File: config.mk
export PLATFORM = sky130hd
export DESIGN_NAME = dual_count_monitor
export DESIGN_NICKNAME = d
export VERILOG_FILES = /design/src/rtl/dcm_pkg.sv /design/src/rtl/dcm_evt_slot.sv /design/src/rtl/dual_count_monitor.sv
export SDC_FILE = /design/constraint.sdc
export NUM_CORES = 1
export LEC_CHECK = 0
export CORE_MARGIN = 10
export CORE_UTILIZATION = 44
export CTS_CLUSTER_SIZE = 24
export DETAILED_ROUTE_END_ITERATION = 8
export GPL_TIMING_DRIVEN = 0
export PLACE_DENSITY = 0.74
export SYNTH_ARGS = -nofsm -noshare
export SYNTH_HDL_FRONTEND = slang
export SYNTH_SLANG_ARGS = --single-unit
File: constraint.sdc
create_clock -name clk -period 2.64 [get_ports clk]
set_clock_uncertainty 0.1 [all_clocks]
set_input_delay 0.396 -clock clk [delete_from_list [all_inputs] [get_ports clk]]
set_output_delay 0.396 -clock clk [all_outputs]
set_load 0.01 [all_outputs]
File: src/rtl/dcm_pkg.sv
// Shared types for the dual-counter monitor: FSM states, event codes and event width.
package dcm_pkg;

    localparam int EVT_W = 3;

    typedef enum logic [1:0] {
        IDLE  = 2'd0,
        SYNC  = 2'd1,
        TRACK = 2'd2,
        FAULT = 2'd3
    } state_t;

    typedef enum logic [EVT_W-1:0] {
        EVT_NONE = 3'd0,
        EVT_Q0   = 3'd1,
        EVT_Q1   = 3'd2,
        EVT_BOTH = 3'd3,
        EVT_WRAP = 3'd4
    } evt_code_t;

endpackage

File: src/rtl/dcm_evt_slot.sv
// One-entry valid/ready event register holding code and value; a push that finds the
// slot full and not draining is dropped and latched into the sticky ovf flag.
module dcm_evt_slot
    import dcm_pkg::*;
#(
    parameter int WIDTH = 8
) (
    input  logic             clk,
    input  logic             reset,
    input  logic             push,
    input  evt_code_t        push_code,
    input  logic [WIDTH-1:0] push_value,
    input  logic             ready,
    input  logic             clr_ovf,
    output logic             valid,
    output evt_code_t        code,
    output logic [WIDTH-1:0] value,
    output logic             ovf
);

    logic             valid_q, valid_d;
    evt_code_t        code_q, code_d;
    logic [WIDTH-1:0] value_q, value_d;
    logic             ovf_q, ovf_d;
    logic             accept_s;
    logic             drop_s;

    // Slot next state: load on push when empty or draining, drop otherwise, release on transfer.
    always_comb begin
        valid_d  = valid_q;
        code_d   = code_q;
        value_d  = value_q;
        accept_s = push & (~valid_q | ready);
        drop_s   = push & valid_q & ~ready;
        if (accept_s) begin
            valid_d = 1'b1;
            code_d  = push_code;
            value_d = push_value;
        end else if (valid_q && ready) begin
            valid_d = 1'b0;
        end else begin
            valid_d = valid_q;
        end
        ovf_d = clr_ovf ? 1'b0 : (ovf_q | drop_s);
    end

    // Slot registers.
    always_ff @(posedge clk) begin
        if (reset) begin
            valid_q <= 1'b0;
            code_q  <= EVT_NONE;
            value_q <= {WIDTH{1'b0}};
            ovf_q   <= 1'b0;
        end else begin
            valid_q <= valid_d;
            code_q  <= code_d;
            value_q <= value_d;
            ovf_q   <= ovf_d;
        end
    end

    assign valid = valid_q;
    assign code  = code_q;
    assign value = value_q;
    assign ovf   = ovf_q;

endmodule

File: src/rtl/dual_count_monitor.sv
// Observer for a counter pair: tracks the expected count, flags divergence and wrap-around.
// Optional saturating wrap counter enabled by defining DCM_WRAP_CNT_EN.
module dual_count_monitor
    import dcm_pkg::*;
#(
    parameter int WIDTH      = 8,
    parameter int WRAP_CNT_W = 16
) (
    input  logic                  clk,
    input  logic                  reset,
    input  logic                  en,
    input  logic [WIDTH-1:0]      q0,
    input  logic [WIDTH-1:0]      q1,
    input  logic                  clear,
    output logic                  locked,
    output logic                  err,
    output logic                  evt_valid,
    input  logic                  evt_ready,
    output logic [EVT_W-1:0]      evt_code,
    output logic [WIDTH-1:0]      evt_value,
    output logic                  evt_ovf,
    output logic [WRAP_CNT_W-1:0] wrap_count
);

    state_t           state_q, state_d;
    logic [WIDTH-1:0] exp_q, exp_d;
    logic             locked_q, locked_d;
    logic             err_q, err_d;
    logic             post_s;
    evt_code_t        post_code_s;
    logic             wrap_s;
    logic             bad0_s, bad1_s;
    logic [WIDTH-1:0] en_ext_s;
    evt_code_t        slot_code_s;

    // FSM, expected-count update and event generation; clear overrides everything but flags.
    always_comb begin
        state_d     = state_q;
        exp_d       = exp_q;
        err_d       = err_q;
        post_s      = 1'b0;
        post_code_s = EVT_NONE;
        wrap_s      = 1'b0;
        en_ext_s    = {{(WIDTH-1){1'b0}}, en};
        bad0_s      = (q0 != exp_q);
        bad1_s      = (q1 != exp_q);
        case (state_q)
            IDLE: state_d = SYNC;
            SYNC: begin
                if (q0 != q1) begin
                    post_s      = 1'b1;
                    post_code_s = EVT_BOTH;
                    err_d       = 1'b1;
                    state_d     = FAULT;
                end else begin
                    exp_d   = q0 + en_ext_s;
                    state_d = TRACK;
                end
            end
            TRACK: begin
                exp_d = exp_q + en_ext_s;
                if (bad0_s || bad1_s) begin
                    post_s      = 1'b1;
                    post_code_s = evt_code_t'({1'b0, bad1_s, bad0_s});
                    err_d       = 1'b1;
                    state_d     = FAULT;
                end else if (en && (exp_q == {WIDTH{1'b1}})) begin
                    post_s      = 1'b1;
                    post_code_s = EVT_WRAP;
                    wrap_s      = 1'b1;
                end else begin
                    state_d = TRACK;
                end
            end
            FAULT:   state_d = FAULT;
            default: state_d = IDLE;
        endcase
        if (clear && (state_q != IDLE)) begin
            state_d = SYNC;
            exp_d   = exp_q;
            post_s  = 1'b0;
            wrap_s  = 1'b0;
        end else begin
            post_s = post_s;
        end
        if (clear) begin
            err_d = 1'b0;
        end else begin
            err_d = err_d;
        end
        locked_d = (state_d == TRACK);
    end

    // Monitor state registers.
    always_ff @(posedge clk) begin
        if (reset) begin
            state_q  <= IDLE;
            exp_q    <= {WIDTH{1'b0}};
            locked_q <= 1'b0;
            err_q    <= 1'b0;
        end else begin
            state_q  <= state_d;
            exp_q    <= exp_d;
            locked_q <= locked_d;
            err_q    <= err_d;
        end
    end

    dcm_evt_slot #(
        .WIDTH (WIDTH)
    ) u_evt_slot (
        .clk        (clk),
        .reset      (reset),
        .push       (post_s),
        .push_code  (post_code_s),
        .push_value (exp_q),
        .ready      (evt_ready),
        .clr_ovf    (clear),
        .valid      (evt_valid),
        .code       (slot_code_s),
        .value      (evt_value),
        .ovf        (evt_ovf)
    );

    assign evt_code = slot_code_s;
    assign locked   = locked_q;
    assign err      = err_q;

`ifdef DCM_WRAP_CNT_EN
    logic [WRAP_CNT_W-1:0] wrap_cnt_q, wrap_cnt_d;

    // Saturating count of wraps, zeroed by clear.
    always_comb begin
        wrap_cnt_d = wrap_cnt_q;
        if (clear) begin
            wrap_cnt_d = {WRAP_CNT_W{1'b0}};
        end else if (wrap_s && (wrap_cnt_q != {WRAP_CNT_W{1'b1}})) begin
            wrap_cnt_d = wrap_cnt_q + {{(WRAP_CNT_W-1){1'b0}}, 1'b1};
        end else begin
            wrap_cnt_d = wrap_cnt_q;
        end
    end

    // Wrap counter register.
    always_ff @(posedge clk) begin
        if (reset) begin
            wrap_cnt_q <= {WRAP_CNT_W{1'b0}};
        end else begin
            wrap_cnt_q <= wrap_cnt_d;
        end
    end

    assign wrap_count = wrap_cnt_q;
`else
    logic unused_wrap_s;
    assign unused_wrap_s = wrap_s;
    assign wrap_count    = {WRAP_CNT_W{1'b0}};
`endif

endmodule

==> flow_summary.json <==
{
  "n_antenna_cell": 0,
  "seqPwrFrac": 0.403,
  "start_util": 0.457,
  "synth.top_cell.area_share": 0.250,
  "routedWlPerCell_um": 15.4,
  "viasPerCell": 5.25,
  "die_y_um": 87.5,
  "design_area_um2": 2600,
  "period_needed_ns": 2.54,
  "timing.final.setup_violations": 0,
  "grt_max_degree": 19,
  "drive_gt1_frac": 0.213,
  "relSlewSlack": 0.630,
  "synth_most_common_cell": "dfxtp_1",
  "worst_slew_pin_slew_ns": 0.554,
  "ys_ff_latch": 25,
  "drtIter0Drc": 221,
  "cp.depth": 13,
  "area_growth_pct": 29.9,
  "wl_mm": 5.45,
  "max-cap-violations": 0,
  "startpoint_type": "flop",
  "final_nets": 329,
  "path_class": "reg2reg",
  "hold_path_startpoint": "u_evt_slot.code[0]",
  "p_sw_uw": 336,
  "clk_pin_slew_worst_paths_ns": 0.10,
  "grt_pass1_wl_mm": 8.49,
  "path_buf_inv": 5,
  "clk_latency_ns": 0.28,
  "clockRootBuffer": "clkbuf_8",
  "track_usage": 0.136,
  "drc_errors": 0,
  "vias": 1853,
  "ys_types": 50,
  "crit_arrival_ns": 2.66,
  "cp-startpoint": "state_q[0]",
  "hold_class": "reg2reg",
  "comb_power_share": 0.346,
  "critical_path.cell_chain": "inv_1 -> ha_1 -> buf_6 -> buf_6 -> buf_6 -> mux2_4 -> ha_4 -> inv_1 -> a221o_1 -> or2_4 -> mux2i_1 -> a21oi_1 -> a211oi_2",
  "worstPathMaxFanout": 10,
  "ys.flop_type": "dfxtp_1",
  "synth_area_per_cell_um2": 8.17,
  "cts.htree.levels": 1,
  "power_density_nw_per_um2": 385,
  "status": "complete, no violations",
  "maxSlewViolCount": 0,
  "synth_common_cells": "25 x dfxtp_1, 22 x a21oi_1, 22 x xnor2_1",
  "place_area_um2": 2490,
  "grt_pass1_vias": 1736,
  "cts_made_buffers": 3,
  "num_rows": 24,
  "vdd_ir_drop_max_uv": 185,
  "antenna_found_initial": 0,
  "core-area_um2": 4380,
  "power_frac_clock": 0.251,
  "syn-cell-area_um2": 2000,
  "hpwlAfterDp_mm": 4.09,
  "swShare": 0.335,
  "die_area_um2": 7650,
  "ys_warn_count": 0,
  "crit_top_cell": "buf_6",
  "hold_violations": 0,
  "critical_path.top_delay_family": "buffers and inverters",
  "syn_inst": 245,
  "critPathRequiredTime_ns": 2.76,
  "synth_top_area_cell": "dfxtp_1",
  "post-route-period-util": 0.964,
  "hold_ws_ns": 0.377,
  "gp_routability_congestion": 0.886,
  "async_flop_share": 0,
  "reg2reg_depth": 13,
  "cp_slowest_cell": "dfxtp_2",
  "ant_nets": 0,
  "grt_setup_unrepaired": "true",
  "holdPathStages": 2,
  "p_leak_uw": 0.000984,
  "rr_startpoint": "state_q[0]",
  "num_io_pins": 52,
  "die_w_um": 87.5,
  "cts_tree": "done",
  "overflow": 0,
  "intPower_uw": 667,
  "cpPeakStageDelay_ns": 0.34,
  "dr.pass1.iters": 4,
  "cts.sinks": 25,
  "synthTopCellsByArea": "dfxtp_1 25%, xnor2_1 9.6%, buf_4 6.4%, a21oi_1 5.5%, nand3_1 4.8%",
  "cts_hold_buffers": 0,
  "ys_seq_area_frac": 0.250,
  "synth-edff-count": 0,
  "end_kind": "flop",
  "fmax_ghz": 0.393,
  "cts.path.max_buffers": 2,
  "portBuffers": 32
}
-- flip-flops by register name (all words and copies together), names as in the netlist --
name	count
err	1
u_evt_slot.valid	1
u_evt_slot.code	3
exp_q	8
state_q	2
u_evt_slot.ovf	1
u_evt_slot.value	8
locked	1
-- path summary, 6_finish.rpt --
kind / endpoint / slack, ns
worst max-delay path: exp_q[7] / 0.1
worst min-delay path: u_evt_slot.code[0] / 0.38
worst min register to register: u_evt_slot.code[0] / 0.38
worst max register to register: exp_q[7] / 0.1
-- cell usage in the layout (no fill, tap or decap), drive strengths merged --
cell type / netlist / routed
nand3b: 4 / 4
o21ai: 18 / 18
and2: 2 / 2
nor3b: 1 / 1
o21a: 1 / 1
nand2: 20 / 20
mux2i: 4 / 4
nand4b: 1 / 1
a21oi: 23 / 23
nor2: 8 / 8
a211oi: 1 / 1
a22o: 1 / 1
buf: 32 / 37
clkinvlp: 0 / 1
a21o: 2 / 2
xnor2: 24 / 24
mux2: 4 / 4
a221oi: 1 / 1
o41ai: 2 / 2
nand4: 7 / 7
clkbuf: 5 / 8
o221ai: 1 / 1
nor3: 6 / 6
nand2b: 5 / 5
inv: 5 / 5
nor4: 2 / 2
or2: 2 / 2
clkdlybuf4s50: 0 / 32
a22oi: 1 / 1
nor2b: 6 / 6
dfxtp: 25 / 25
ha: 6 / 6
conb: 1 / 16
a32oi: 1 / 1
o221a: 1 / 1
nand3: 19 / 19
a221o: 1 / 1
a31oi: 1 / 1
a2111oi: 1 / 1
-- layer usage --
metal / vias to the layer above / track usage / share of wire
met4: 0 / 0.0507 / 0.016
li1: 931 / - / -
met3: 9 / 0.0234 / 0.081
met2: 73 / 0.231 / 0.47
met5: - / 0 / 0
met1: 840 / 0.165 / 0.43
-- final cells by class --
class	instances	area, um2
Fill cell	415	1780
Timing Repair Buffer	38	365
Inverter	5	18.8
Multi-Input combinational cell	193	1330
Buffer	36	274
Tap cell	52	65.1
Clock buffer	3	41.3
Clock inverter	1	7.51
Sequential cell	25	502
-- cell families after synthesis --
| group | count (synthesis) | share of synthesized area |
|---|---|---|
| AO/OA/AOI/OAI | 56 | 0.181 |
| XOR/XNOR | 24 | 0.112 |
| adder cells (fa/ha/maj) | 6 | 0.0375 |
| buffers and inverters | 42 | 0.142 |
| flip-flops | 25 | 0.250 |
| multiplexers | 8 | 0.0425 |
| other | 1 | 0.00187 |
| AND/OR/NAND/NOR | 83 | 0.233 |
-- tightest hold or removal path, cell delays in order, from the launching register on --
cell	delay [ns]
dfxtp_1	0.32
nand2b_1	0.07
o21ai_1	0.05
-- power by group through the flow --
stage	clock, uW	sequential (uW)	combinational (uW)
global route	259	406	374
CTS	248	404	335
global placement	0	413	327
finish	252	404	346
floorplan	0	415	232
detailed placement	0	414	330
-- through the flow --
stage               power, uW  setup slack (ns)   util  TNS [ns]  cells
floorplan                 648            0.0263      -         0    260
global placement          740            -0.165  0.569    -0.399    344
detailed placement        744            -0.193  0.569    -0.444    344
CTS                       987           0.00159  0.582         0    349
global route             1040          -0.00966  0.593  -0.00966    353
finish                   1000            0.0957  0.593         0    353
-- what timing repair did --
action	4_1_cts	5_1_grt
setup endpoints to repair	3	4
gates resized for setup	0	5
pin swaps	0	3
setup buffers	2	4
Note: power is estimated with default switching activity, not from simulation.
